$ cat src/rtl/sap2_pkg.sv
// Shared SAP-2 definitions.
//   SAP2_ADDR_W     : address / program counter width
//   SAP2_RESET_ADDR : program start address
//   jk_cmd_t        : {J,K} excitation pair for a JK cell, with named commands
package sap2_pkg;

  localparam int unsigned    SAP2_ADDR_W     = 16;
  localparam logic [15:0]    SAP2_RESET_ADDR = 16'h0000;

  typedef struct packed {
    logic j;
    logic k;
  } jk_cmd_t;

  localparam jk_cmd_t JK_HOLD   = '{j: 1'b0, k: 1'b0};
  localparam jk_cmd_t JK_RESET  = '{j: 1'b0, k: 1'b1};
  localparam jk_cmd_t JK_SET    = '{j: 1'b1, k: 1'b0};
  localparam jk_cmd_t JK_TOGGLE = '{j: 1'b1, k: 1'b1};

endpackage

$ cat src/rtl/sap2_jk_cell.sv
// Single falling-edge JK flip-flop with synchronous active-high reset.
//   iClk   : clock, state changes on the falling edge
//   iReset : synchronous reset to INIT (wins over J/K)
//   iJ, iK : excitation (00 hold, 01 reset, 10 set, 11 toggle)
//   oQ     : stored bit
//   oQBar  : always ~oQ
module sap2_jk_cell #(
  parameter logic INIT = 1'b0
) (
  input  logic iClk,
  input  logic iReset,
  input  logic iJ,
  input  logic iK,
  output logic oQ,
  output logic oQBar
);

  logic q = INIT;

  always_ff @(negedge iClk) begin
    if (iReset) begin
      q <= INIT;
    end else begin
      case ({iJ, iK})
        2'b01:   q <= 1'b0;
        2'b10:   q <= 1'b1;
        2'b11:   q <= ~q;
        default: q <= q;
      endcase
    end
  end

  assign oQ    = q;
  assign oQBar = ~q;

endmodule

$ cat src/rtl/sap2_program_counter_jk.sv
// SAP-2 program counter built from an array of falling-edge JK cells.
//   iClk       : clock, all updates on the falling edge
//   iReset     : synchronous active-high reset to RESET_VALUE, clears oWrap
//   iLoad      : load iLoadData (JMP/CALL/RET), wins over iCount
//   iLoadData  : value to load
//   iCount     : increment by one (synchronous carry)
//   iOutEnable : gate oQ onto the W-bus
//   oQ         : current count
//   oBusData   : oQ when iOutEnable, else zero (OR-bus)
//   oWrap      : one-cycle pulse after a count from all-ones to zero
module sap2_program_counter_jk
  import sap2_pkg::*;
#(
  parameter int unsigned       WIDTH       = SAP2_ADDR_W,
  parameter logic [WIDTH-1:0]  RESET_VALUE = SAP2_RESET_ADDR
) (
  input  logic             iClk,
  input  logic             iReset,
  input  logic             iLoad,
  input  logic [WIDTH-1:0] iLoadData,
  input  logic             iCount,
  input  logic             iOutEnable,
  output logic [WIDTH-1:0] oQ,
  output logic [WIDTH-1:0] oBusData,
  output logic             oWrap
);

  jk_cmd_t [WIDTH-1:0] jkCmd;
  logic    [WIDTH-1:0] q;
  logic    [WIDTH-1:0] qBar;
  logic                carry;
  logic                allOnes;
  logic                wrapNext;
  logic                wrapReg = 1'b0;

  // Excitation: load forces each bit via set/reset; count toggles bit i
  // when every lower bit is one (carry ANDed bit by bit, not rippled
  // through the flops, so all bits move on the same edge).
  always_comb begin
    jkCmd = '0;
    carry = 1'b1;
    if (iLoad) begin
      for (int unsigned i = 0; i < WIDTH; i++) begin
        jkCmd[i] = iLoadData[i] ? JK_SET : JK_RESET;
      end
    end else if (iCount) begin
      for (int unsigned i = 0; i < WIDTH; i++) begin
        if (carry) begin
          jkCmd[i] = JK_TOGGLE;
        end
        carry = carry & q[i];
      end
    end
  end

  assign allOnes  = ~|qBar;
  assign wrapNext = iCount & ~iLoad & allOnes;

  for (genvar g = 0; g < int'(WIDTH); g++) begin : gCell
    sap2_jk_cell #(
      .INIT (RESET_VALUE[g])
    ) uCell (
      .iClk   (iClk),
      .iReset (iReset),
      .iJ     (jkCmd[g].j),
      .iK     (jkCmd[g].k),
      .oQ     (q[g]),
      .oQBar  (qBar[g])
    );
  end

  always_ff @(negedge iClk) begin
    if (iReset) begin
      wrapReg <= 1'b0;
    end else begin
      wrapReg <= wrapNext;
    end
  end

  assign oQ       = q;
  assign oWrap    = wrapReg;
  assign oBusData = iOutEnable ? q : '0;

endmodule

$ cat config.mk
export PLATFORM = sky130hd
export DESIGN_NAME = sap2_program_counter_jk
export DESIGN_NICKNAME = d
export VERILOG_FILES = /design/src/rtl/sap2_pkg.sv /design/src/rtl/sap2_jk_cell.sv /design/src/rtl/sap2_program_counter_jk.sv
export SDC_FILE = /design/constraint.sdc
export NUM_CORES = 1
export LEC_CHECK = 0
export ABC_AREA = 1
export ABC_CLOCK_PERIOD_IN_PS = 2150
export CORE_MARGIN = 8
export CORE_UTILIZATION = 43
export CTS_BUF_LIST = sky130_fd_sc_hd__clkbuf_2
export DETAILED_ROUTE_END_ITERATION = 10
export GPL_TIMING_DRIVEN = 0
export PLACE_DENSITY = 0.94
export SLEW_MARGIN = 20
export SYNTH_ARGS = -nofsm -noshare
export SYNTH_HDL_FRONTEND = slang
export SYNTH_SLANG_ARGS = --single-unit
$ cat constraint.sdc
create_clock -name iClk -period 2.15 [get_ports iClk]
set_input_delay 0.3225 -clock iClk [delete_from_list [all_inputs] [get_ports iClk]]
set_output_delay 0.3225 -clock iClk [all_outputs]
set_load 0.03 [all_outputs]
==> impl_metrics.py <==
metrics = {
    "setup_path": {
        "critPathBufInv": 2,
        "reg2reg_to": "gCell[15].uCell.oQ$_SDFFE_NP0P_",
        "start_kind": "register",
        "r2r_cells": 9,
        "critPathKind": "reg2out",
        "path_max_fanout": 3,
        "r2r_slack_ps": 660,
        "critPathTopFamily": "flip-flops",
        "critPathLaunch": "gCell[14].uCell.oQ$_SDFFE_NP0P_",
        "cp_slowest_cell": "dfxtp_4",
        "required_ps": 1830,
        "worstSetupPathDepth": 3,
        "r2r_start": "gCell[0].uCell.oQ$_SDFFE_NP0P_",
        "cp-end-kind": "output pin",
        "critical_path.cell_chain": "nand2_1, inv_1, buf_6",
        "cp.arrival_ps": 2080,
        "slowest_delay_ps": 360,
        "cp-endpoint": "oBusData[14]",
    },
    "clocking": {
        "htree_levels": 1,
        "tritoncts": "built",
        "clockBufferDepth": 2,
        "cts_sinks": 17,
        "path_clk_slew_ps": 70,
        "clockRootBuffer": "clkbuf_2",
        "cts_hold_buf": 0,
        "cts_buffers": 3,
        "worstSkewPairLatency_ps": 390,
    },
    "finish": {
        "post-route-util": 0.845,
        "nets": 280,
        "nFillCells": 133,
        "final_cell_mix": "buf_6 (49), inv_1 (34), nand2_1 (27), buf_4 (19), clkdlybuf4s50_1 (18)",
        "stdcell_area_um2": 2110,
        "diodes": 0,
        "drive_gt1_frac": 0.488,
        "syn_to_final_growth_pct": 83.9,
        "final_common_cell": "buf_6",
        "fin_cells": 288,
    },
    "placed_design": {
        "dp_hpwl_um": 2340,
        "post-place-ws_ps": -745,
        "gp_congestion": 0.874,
        "port_buffers": 52,
        "dpl.cell_count": 249,
        "place_area_um2": 1710,
    },
    "route": {
        "drtPass1Iterations": 4,
        "drt_wl_total_um": 4370,
        "drc": 0,
        "wl_per_cell_um": 15.2,
        "first_iter_violations": 70,
        "via_per_inst": 4.97,
        "vias": 1431,
        "antenna_left": 0,
    },
    "sta": {
        "whs_ps": 653,
        "timing.final.ws_setup_ps": -248,
        "setup_viol": 33,
        "setup_tns_ps": -7010,
        "rsz0062_at_grt": "true",
        "hold_violations": 0,
        "worst_slew_pin_slew_ps": 472,
        "maxSlewViolCount": 0,
        "max_slew_margin": 0.685,
        "clock_skew_ps": 36.2,
    },
    "pwr": {
        "power.leakage_nw": 1.09,
        "power.total_mw": 1.05,
        "power.density_nw_per_um2": 497,
        "irDropWorstVdd_mv": 0.392,
    },
    "synthesis": {
        "yosysSeqAreaShare": 0.296,
        "syn_nets": 188,
        "ys_warn_count": 0,
        "avgSynthCellArea_um2": 6.88,
        "synth.distinct_cells": 21,
        "synth-seq-cells": 17,
        "synth_area_um2": 1150,
        "synthCells": 167,
    },
    "die": {
        "fp.coreArea_um2": 2500,
        "dieWidth_um": 67.7,
        "start_util": 0.459,
        "pin_count": 54,
        "rows": 18,
        "die-area_um2": 4580,
        "fp.dieH_um": 67.7,
    },
    "global_routing": {
        "grt_pass1_vias": 1435,
        "antenna_found_initial": 0,
        "track_usage": 0.174,
        "grt_start_max_net_pins": 11,
        "grt_pass1_wl_um": 6220,
        "grt.overflow.total": 0,
    },
    "hold_path": {
        "hp-class": "reg2reg",
    },
    "outcome": {
        "violations": "negative setup slack",
        "outcome": "finished, violations left",
    },
    "job": {
        "maxCapViolations": 0,
    },
}
-- worst min-delay path by stage --
stage,slack [ps],from,cells after the start,end
after global routing,690,gCell[6].uCell.oQ$_SDFFE_NP0P_,3,gCell[6].uCell.oQ$_SDFFE_NP0P_
after CTS,570,gCell[4].uCell.oQ$_SDFFE_NP0P_,2,oWrap$_SDFF_NP0_
after floorplan,460,gCell[7].uCell.oQ$_SDFFE_NP0P_,2,oWrap$_SDFF_NP0_
after global placement,490,gCell[7].uCell.oQ$_SDFFE_NP0P_,2,oWrap$_SDFF_NP0_
final,650,gCell[7].uCell.oQ$_SDFFE_NP0P_,3,oWrap$_SDFF_NP0_
after detailed placement,510,gCell[7].uCell.oQ$_SDFFE_NP0P_,2,oWrap$_SDFF_NP0_
-- kinds of logic after synthesis --
logic type	synth area share
buf+inv	0.222
compound gates	0.158
flops	0.296
xor+xnor	0.0686
simple gates	0.255
-- Yosys cell counts --
library cell / count / area, µm²
nand3_1: 3 / 15.0
a21oi_1: 13 / 65.1
xor2_1: 7 / 61.3
nand2_1: 34 / 128
nand4_2: 1 / 12.5
inv_1: 30 / 113
xnor2_1: 2 / 17.5
nand4_1: 4 / 25.0
dfxtp_1: 17 / 340
clkbuf_1: 4 / 15.0
nand2_2: 2 / 12.5
nand3_2: 1 / 10.0
buf_1: 2 / 7.51
buf_4: 16 / 120
a21oi_2: 3 / 26.3
o21ai_0: 18 / 90.1
nor4_1: 1 / 6.26
nor2_4: 4 / 45.0
nand4_4: 1 / 21.3
nor2_1: 3 / 11.3
or2_1: 1 / 6.26
-- layout make-up --
| type | count | area, µm² | area share |
|---|---|---|---|
| clock inverter | 18 | 67.6 | 0.0320 |
| multi-input combinational | 98 | 577 | 0.273 |
| tap | 30 | 37.5 | 0.0178 |
| sequential | 17 | 394 | 0.187 |
| inverter | 29 | 109 | 0.0515 |
| timing repair buffer | 71 | 699 | 0.331 |
| buffer | 22 | 213 | 0.101 |
| clock buffer | 3 | 15.0 | 0.00711 |
-- routing by layer --
metal  up-vias  GRT usage  routed length, µm
li1        684          -                  -
met1       640      0.182               1650
met2        90      0.310               2200
met3        17     0.0530                374
met4         0     0.0809                144
met5         -          0                  0
-- timing repair --
action | 4_1_cts | 5_1_grt
resized for setup | 283 | 30
setup endpoints to repair | 50 | 43
setup buffers | 15 | 4
-- power by group --
part           total, mW  switching, mW  leakage (nW)  internal, mW
clock network      0.299          0.218         0.108        0.0814
logic              0.390          0.194         0.833         0.196
registers          0.360         0.0256         0.150         0.335
total               1.05          0.437          1.09         0.612
-- worst min-delay path: cells and delay by family, from the launching register on --
family,cells,cell delay [ps]
DFF,1,350
buffers and inverters,2,210
and+or+nand+nor,1,60
-- sequential cells by signal, summed over array words and instances, names as in the netlist --
register	flops
oWrap	1
gCell.uCell.oQ	16
No activity file was read; power rests on OpenSTA's default activity.
==> RTL change 1, RTL diff (same settings) <==
Set the package constant `SAP2_ADDR_W` to 15 (it was 16).
--- a/src/rtl/sap2_pkg.sv
+++ b/src/rtl/sap2_pkg.sv
@@ -4,7 +4,7 @@
 //   jk_cmd_t        : {J,K} excitation pair for a JK cell, with named commands
 package sap2_pkg;
 
-  localparam int unsigned    SAP2_ADDR_W     = 16;
+  localparam int unsigned    SAP2_ADDR_W     = 15;
   localparam logic [15:0]    SAP2_RESET_ADDR = 16'h0000;
 
   typedef struct packed {
Ports: changed (resized iLoadData, oBusData and oQ); port bits go from 54 to 51. The function was not compared with the original's and may differ.
==> RTL change 1 against the original RTL <==
- the run still ends with setup timing left
- first-iteration DRC count is 33% lower
- clock skew is 0.0095 ns higher
- routed wire length is 9.8% lower
- cell area is 3.1% lower
- sequential cell count is 1 lower
- count of clock-buffer cells in the layout stayed put
- setup slack worse by 0.016 ns
- synthesized area is 1.2% lower
- critical path type unchanged
- hold slack worse by 0.013 ns
- total power is 7.7% lower
==> RTL change 1: results (changes against the original RTL) <==
| Metric | Value |
|---|---|
| Outcome | `complete, but fails checks` |
| Failing checks | `setup timing` |
| Worst hold path depth | `2 (-1)` |
| Post-synth cell types | `24 (+14%)` |
| GR Util All Layers | `17.9% (+0.49 points)` |
| ClkCell Share | `3.67% (-0.24 points)` |
| Dpl cells | `250 (+0.40%)` |
| Deepest clock path buffer count | `2 (unchanged)` |
| First-pass GRT wire length | `6400 um (+3.0%)` |
| Layout Cells excl Fill | `285 (-1.0%)` |
| Area contributors post-synth | `dfxtp_1 28%, nand2_1 13%, buf_4 11%` |
| P&R area growth vs syn | `80.4%` |
| Iter 0 DRT Violations | `47 (-33%)` |
| Synth cell count leaders | `40 x nand2_1, 31 x inv_1, 16 x buf_4, 16 x dfxtp_1, 14 x o21ai_0` |
| Delay of the slowest cell on the worst path | `0.38 ns (+0.02 ns)` |
| Multi-In Gates | `103 (+5.1%)` |
| Share of layout cells above drive strength 1 | `51.0% (+2.1 points)` |
| Setup TNS | `-6.46 ns (+0.556 ns)` |
| Syn Nets | `190 (+1.1%)` |
| Synth Cell Area | `1130 um2 (-1.2%)` |
| Routed WL | `3940 um (-9.8%)` |
| Drt via density | `4.81 (-3.1%)` |
| Critical Path Start | `gCell[2].uCell.oQ` |
| Crit-path max FO | `5 (+2)` |
| Total Nets Final | `277 (-1.1%)` |
| Worst-Margin Slew | `0.667 ns (+0.195 ns)` |
| Final non-clock buffer share | `41.8% (-1.4 points)` |
| Post-synthesis sequential area ratio | `28.2% (-1.4 points)` |
| Filler cells | `157 (+18%)` |
| Worst Hold Path EP | `gCell[2].uCell.oQ` |
| Register area | `370 um2 (-6.0%)` |
| Final setup violation count | `31 (-6.1%)` |
| Setup Skew | `0.0457 ns (+0.00951 ns)` |
| Clk. pwr | `0.000267 W (-11%)` |
| Syn Inst Count | `170 (+1.8%)` |
| Hold_ws | `0.640 ns (-0.0134 ns)` |
| Dpl cell area | `1670 um2 (-2.0%)` |
| Routability congestion estimate | `0.845 (-3.3%)` |
| Yosys reg bits | `16 (-1)` |
| Port Buf Inserts | `50 (-3.8%)` |
| CP endpoint | `oBusData[2]` |
| R2r setup slk | `0.62 ns (-0.04 ns)` |
| Min-Delay Startpoint | `gCell[2].uCell.oQ` |
| Max reg flops | `15 (-1)` |
| Bufs w/o clock | `86 (-7.5%)` |
| Seq. pwr | `0.000338 W (-6.1%)` |
| Post-DP HPWL | `2360 um (+0.76%)` |
| Inverters excl. clock | `31 (+6.9%)` |
| Sw Pwr | `0.000395 W (-9.8%)` |
| Leakage power | `1.09 nW (about the same)` |
| Setup ws final | `-0.264 ns (-0.0161 ns)` |
| R2R cell count | `10 (+1)` |
| Post-place setup slack | `-0.723 ns (+0.0223 ns)` |
| Power Density | `473 nW/um2 (-4.7%)` |
| Vias in the first global route | `1411 (-1.7%)` |
| Crit Reg-Reg Endpoint | `gCell[14].uCell.oQ` |
RTL change 1: cell types whose count changed after synthesis, moves of 3 or more:
cell and delta:
clkbuf_1 -3, nand3_2 +3, xor2_1 -4, a21oi_1 -3
o21ai_0 -4, nand2_1 +6
RTL change 1: routing by layer:
layer / wire length, um / up-vias / track usage [%]
li1: - / 680 / -
met1: 1480 / 615 / 18.8
met2: 2030 / 67 / 31.7
met3: 359 / 10 / 6.62
met4: 70 / 0 / 7.05
met5: 0 / - / 0
RTL change 1: timing repair:
action                                  CTS  global route
endpoints found under the setup margin   47            41
pin swaps                                 0             1
setup buffers                            15             2
hold buffers                              0             0
resized for setup                       267            28
RTL change 1: cells by family (layout without fill, tap and decap cells):
group                  after synthesis  count (layout)  synth area share, %
AND/OR/NAND/NOR                     69              69                 31.3
buffers and inverters               51             136                 22.2
AO/OA/AOI/OAI                       28              28                 13.7
flip-flops                          16              16                 28.2
XOR/XNOR                             6               6                 4.63
==> RTL change 2, RTL diff (same settings) <==
Without the edit above. Make the reset (`iReset`) asynchronous in 2 clocked blocks. Comments in the files are not updated.
--- a/src/rtl/sap2_jk_cell.sv
+++ b/src/rtl/sap2_jk_cell.sv
@@ -17,7 +17,7 @@
 
   logic q = INIT;
 
-  always_ff @(negedge iClk) begin
+  always_ff @(negedge iClk or posedge iReset) begin
     if (iReset) begin
       q <= INIT;
     end else begin
--- a/src/rtl/sap2_program_counter_jk.sv
+++ b/src/rtl/sap2_program_counter_jk.sv
@@ -69,7 +69,7 @@
     );
   end
 
-  always_ff @(negedge iClk) begin
+  always_ff @(negedge iClk or posedge iReset) begin
     if (iReset) begin
       wrapReg <= 1'b0;
     end else begin
Formal check against the unedited RTL: differs if iReset is asserted again (counterexample within 4 cycles, from zero or initial values and one cycle with iReset high); with iReset held inactive, the same outputs for 10 cycles.
==> RTL change 2 against the original RTL <==
- setup slack got worse by 0.073 ns
- sequential cell count did not move
- global-route usage fell by 2.5 points
- total power fell by 1.3%
- synthesized area rose by 2.2%
- combinational power rose by 28%
- highest routed layer unchanged
- the flow still finishes with violations (setup timing)
- cell area fell by 5.1%
- register-to-register slack got worse by 0.22 ns
- routed wire length fell by 20%
- synthesized cell count fell by 0.60%
==> RTL change 2: results (changes against the original RTL) <==
| Metric | Value |
|---|---|
| Outcome | `complete, but fails checks` |
| Failing checks | `setup timing` |
| Total Nets Final | `265 (-5.4%)` |
| Routed WL | `3490 um (-20%)` |
| Filler cells | `182 (+37%)` |
| Syn Nets | `187 (-0.53%)` |
| Worst-Margin Slew | `0.685 ns (+0.212 ns)` |
| Dpl cell area | `1730 um2 (+1.5%)` |
| DR WL met3 | `240 um (-36%)` |
| Setup Skew | `0.0186 ns (-0.0177 ns)` |
| Initial antenna violation count | `0 (unchanged)` |
| H-tree Lvls | `1 (unchanged)` |
| Post-CTS setup buffer count | `16 (+1)` |
| Fraction of met3 tracks used by global routing | `3.93% (-1.4 points)` |
| Via count | `1301 (-9.1%)` |
| Async set-reset flop share out of synthesis | `100% (+100 points)` |
| Setup ws final | `-0.321 ns (-0.0729 ns)` |
| Critical Path Start | `gCell[12].uCell.oQ` |
| Cts repair resizes | `242 (-14%)` |
| Area contributors post-synth | `dfrtn_1 36%, nand2_1 16%, buf_4 11%` |
| CTS buffer count | `3 (unchanged)` |
| Deepest clock path buffer count | `2 (unchanged)` |
| Worst min path class | `register to register` |
| Post-place setup slack | `-0.639 ns (+0.106 ns)` |
| Share of layout cells above drive strength 1 | `39.1% (-9.7 points)` |
| GRT met1 Usage | `16.6% (-1.7 points)` |
| Pin count of the biggest net entering global routing | `18 (+7)` |
| Met2 Use GR | `27.9% (-3.1 points)` |
| Vias in the first global route | `1270 (-11%)` |
| FF-to-FF Start | `gCell[4].uCell.oQ` |
| Post-route DRC | `0 (unchanged)` |
| Uppermost layer routed | `met4` |
| Synth cell count leaders | `49 x nand2_1, 28 x inv_1, 17 x buf_4, 17 x dfrtn_1, 12 x nor2_1` |
| Overflow after GRT | `0 (unchanged)` |
| First-pass GRT wire length | `5400 um (-13%)` |
| Met1 wire length | `1320 um (-20%)` |
| Prevailing post-synth register cell | `dfrtn_1` |
| Iter 0 DRT Violations | `49 (-30%)` |
| Setup TNS | `-8.17 ns (-1.15 ns)` |
| Worst Path Arrival | `2.15 ns (+0.07 ns)` |
| Routability congestion estimate | `0.750 (-14%)` |
| Dpl cells | `249 (unchanged)` |
| Port Buf Inserts | `52 (unchanged)` |
| Worst VDD drop | `0.371 mV (-5.4%)` |
| Post-synth cell types | `27 (+29%)` |
| Post-synthesis sequential area ratio | `36.2% (+6.6 points)` |
| Clock Latency Late Sink | `0.28 ns (-0.11 ns)` |
| DR WL/cell | `12.7 um (-16%)` |
| Clock transition at the registers of the reported paths | `0.13 ns (+0.06 ns)` |
| Min-Delay Startpoint | `gCell[7].uCell.oQ` |
| Syn Inst Count | `166 (-0.60%)` |
| Final setup violation count | `33 (unchanged)` |
| Yosys warning count | `0 (unchanged)` |
| GR Util All Layers | `14.9% (-2.5 points)` |
| Met2 wire length | `1870 um (-15%)` |
| Post-DP HPWL | `2450 um (+4.5%)` |
| Leakage power | `1.12 nW (+2.7%)` |
## RTL change 2: cell count changes after synthesis, moves of 5 or more
cell,unedited run,this run
a21oi_1,13,5
dfrtn_1,0,17
dfxtp_1,17,0
nand2_1,34,49
nor2_1,3,12
o21ai_0,18,5
xor2_1,7,2
## RTL change 2: worst paths after layout
| check | slack [ns] | endpoint | cells after the start |
|---|---|---|---|
| setup reg to reg | 0.44 | gCell[15].uCell.oQ | 11 |
| min in group asynchronous | 1.37 | gCell[9].uCell.oQ | 2 |
| setup / recovery | -0.32 | oBusData[12] | 3 |
| hold / removal | 0.62 | gCell[7].uCell.oQ | 3 |
| hold reg to reg | 0.62 | gCell[7].uCell.oQ | 3 |
| max in group asynchronous | 0.30 | gCell[10].uCell.oQ | 2 |
## RTL change 2: power breakdown
part	leakage, nW	switching, W	internal (W)
clock	0.0164	0.000114	0.0000421
sequential	0.204	0.0000268	0.000352
combinational	0.900	0.000251	0.000250
## RTL change 2: cell families after synthesis
kind of cell / count (synthesis) / synth area share (%)
AOI/OAI and AO/OA: 18 / 9.17
xor gates and xnor gates: 2 / 1.49
buffers and inverters: 50 / 21.4
DFF: 17 / 36.2
and+or+nand+nor: 79 / 31.7
## RTL change 2: cell type report
cell class | count | area [um2] | share of cell area [%]
plain buffers | 21 | 190 | 9.49
clock buffers | 3 | 15.0 | 0.749
clock inverters | 1 | 5.00 | 0.250
inverters | 29 | 109 | 5.43
multi-input cells | 99 | 502 | 25.0
flip-flops and latches | 17 | 425 | 21.2
well taps | 31 | 38.8 | 1.94
repair buffers | 73 | 719 | 35.9
## RTL change 2: worst max-delay path: stages, from the launching register on
cell and delay [ns]:
dfrtn_1 0.50, nand2_1 0.07, inv_1 0.09, buf_6 0.13
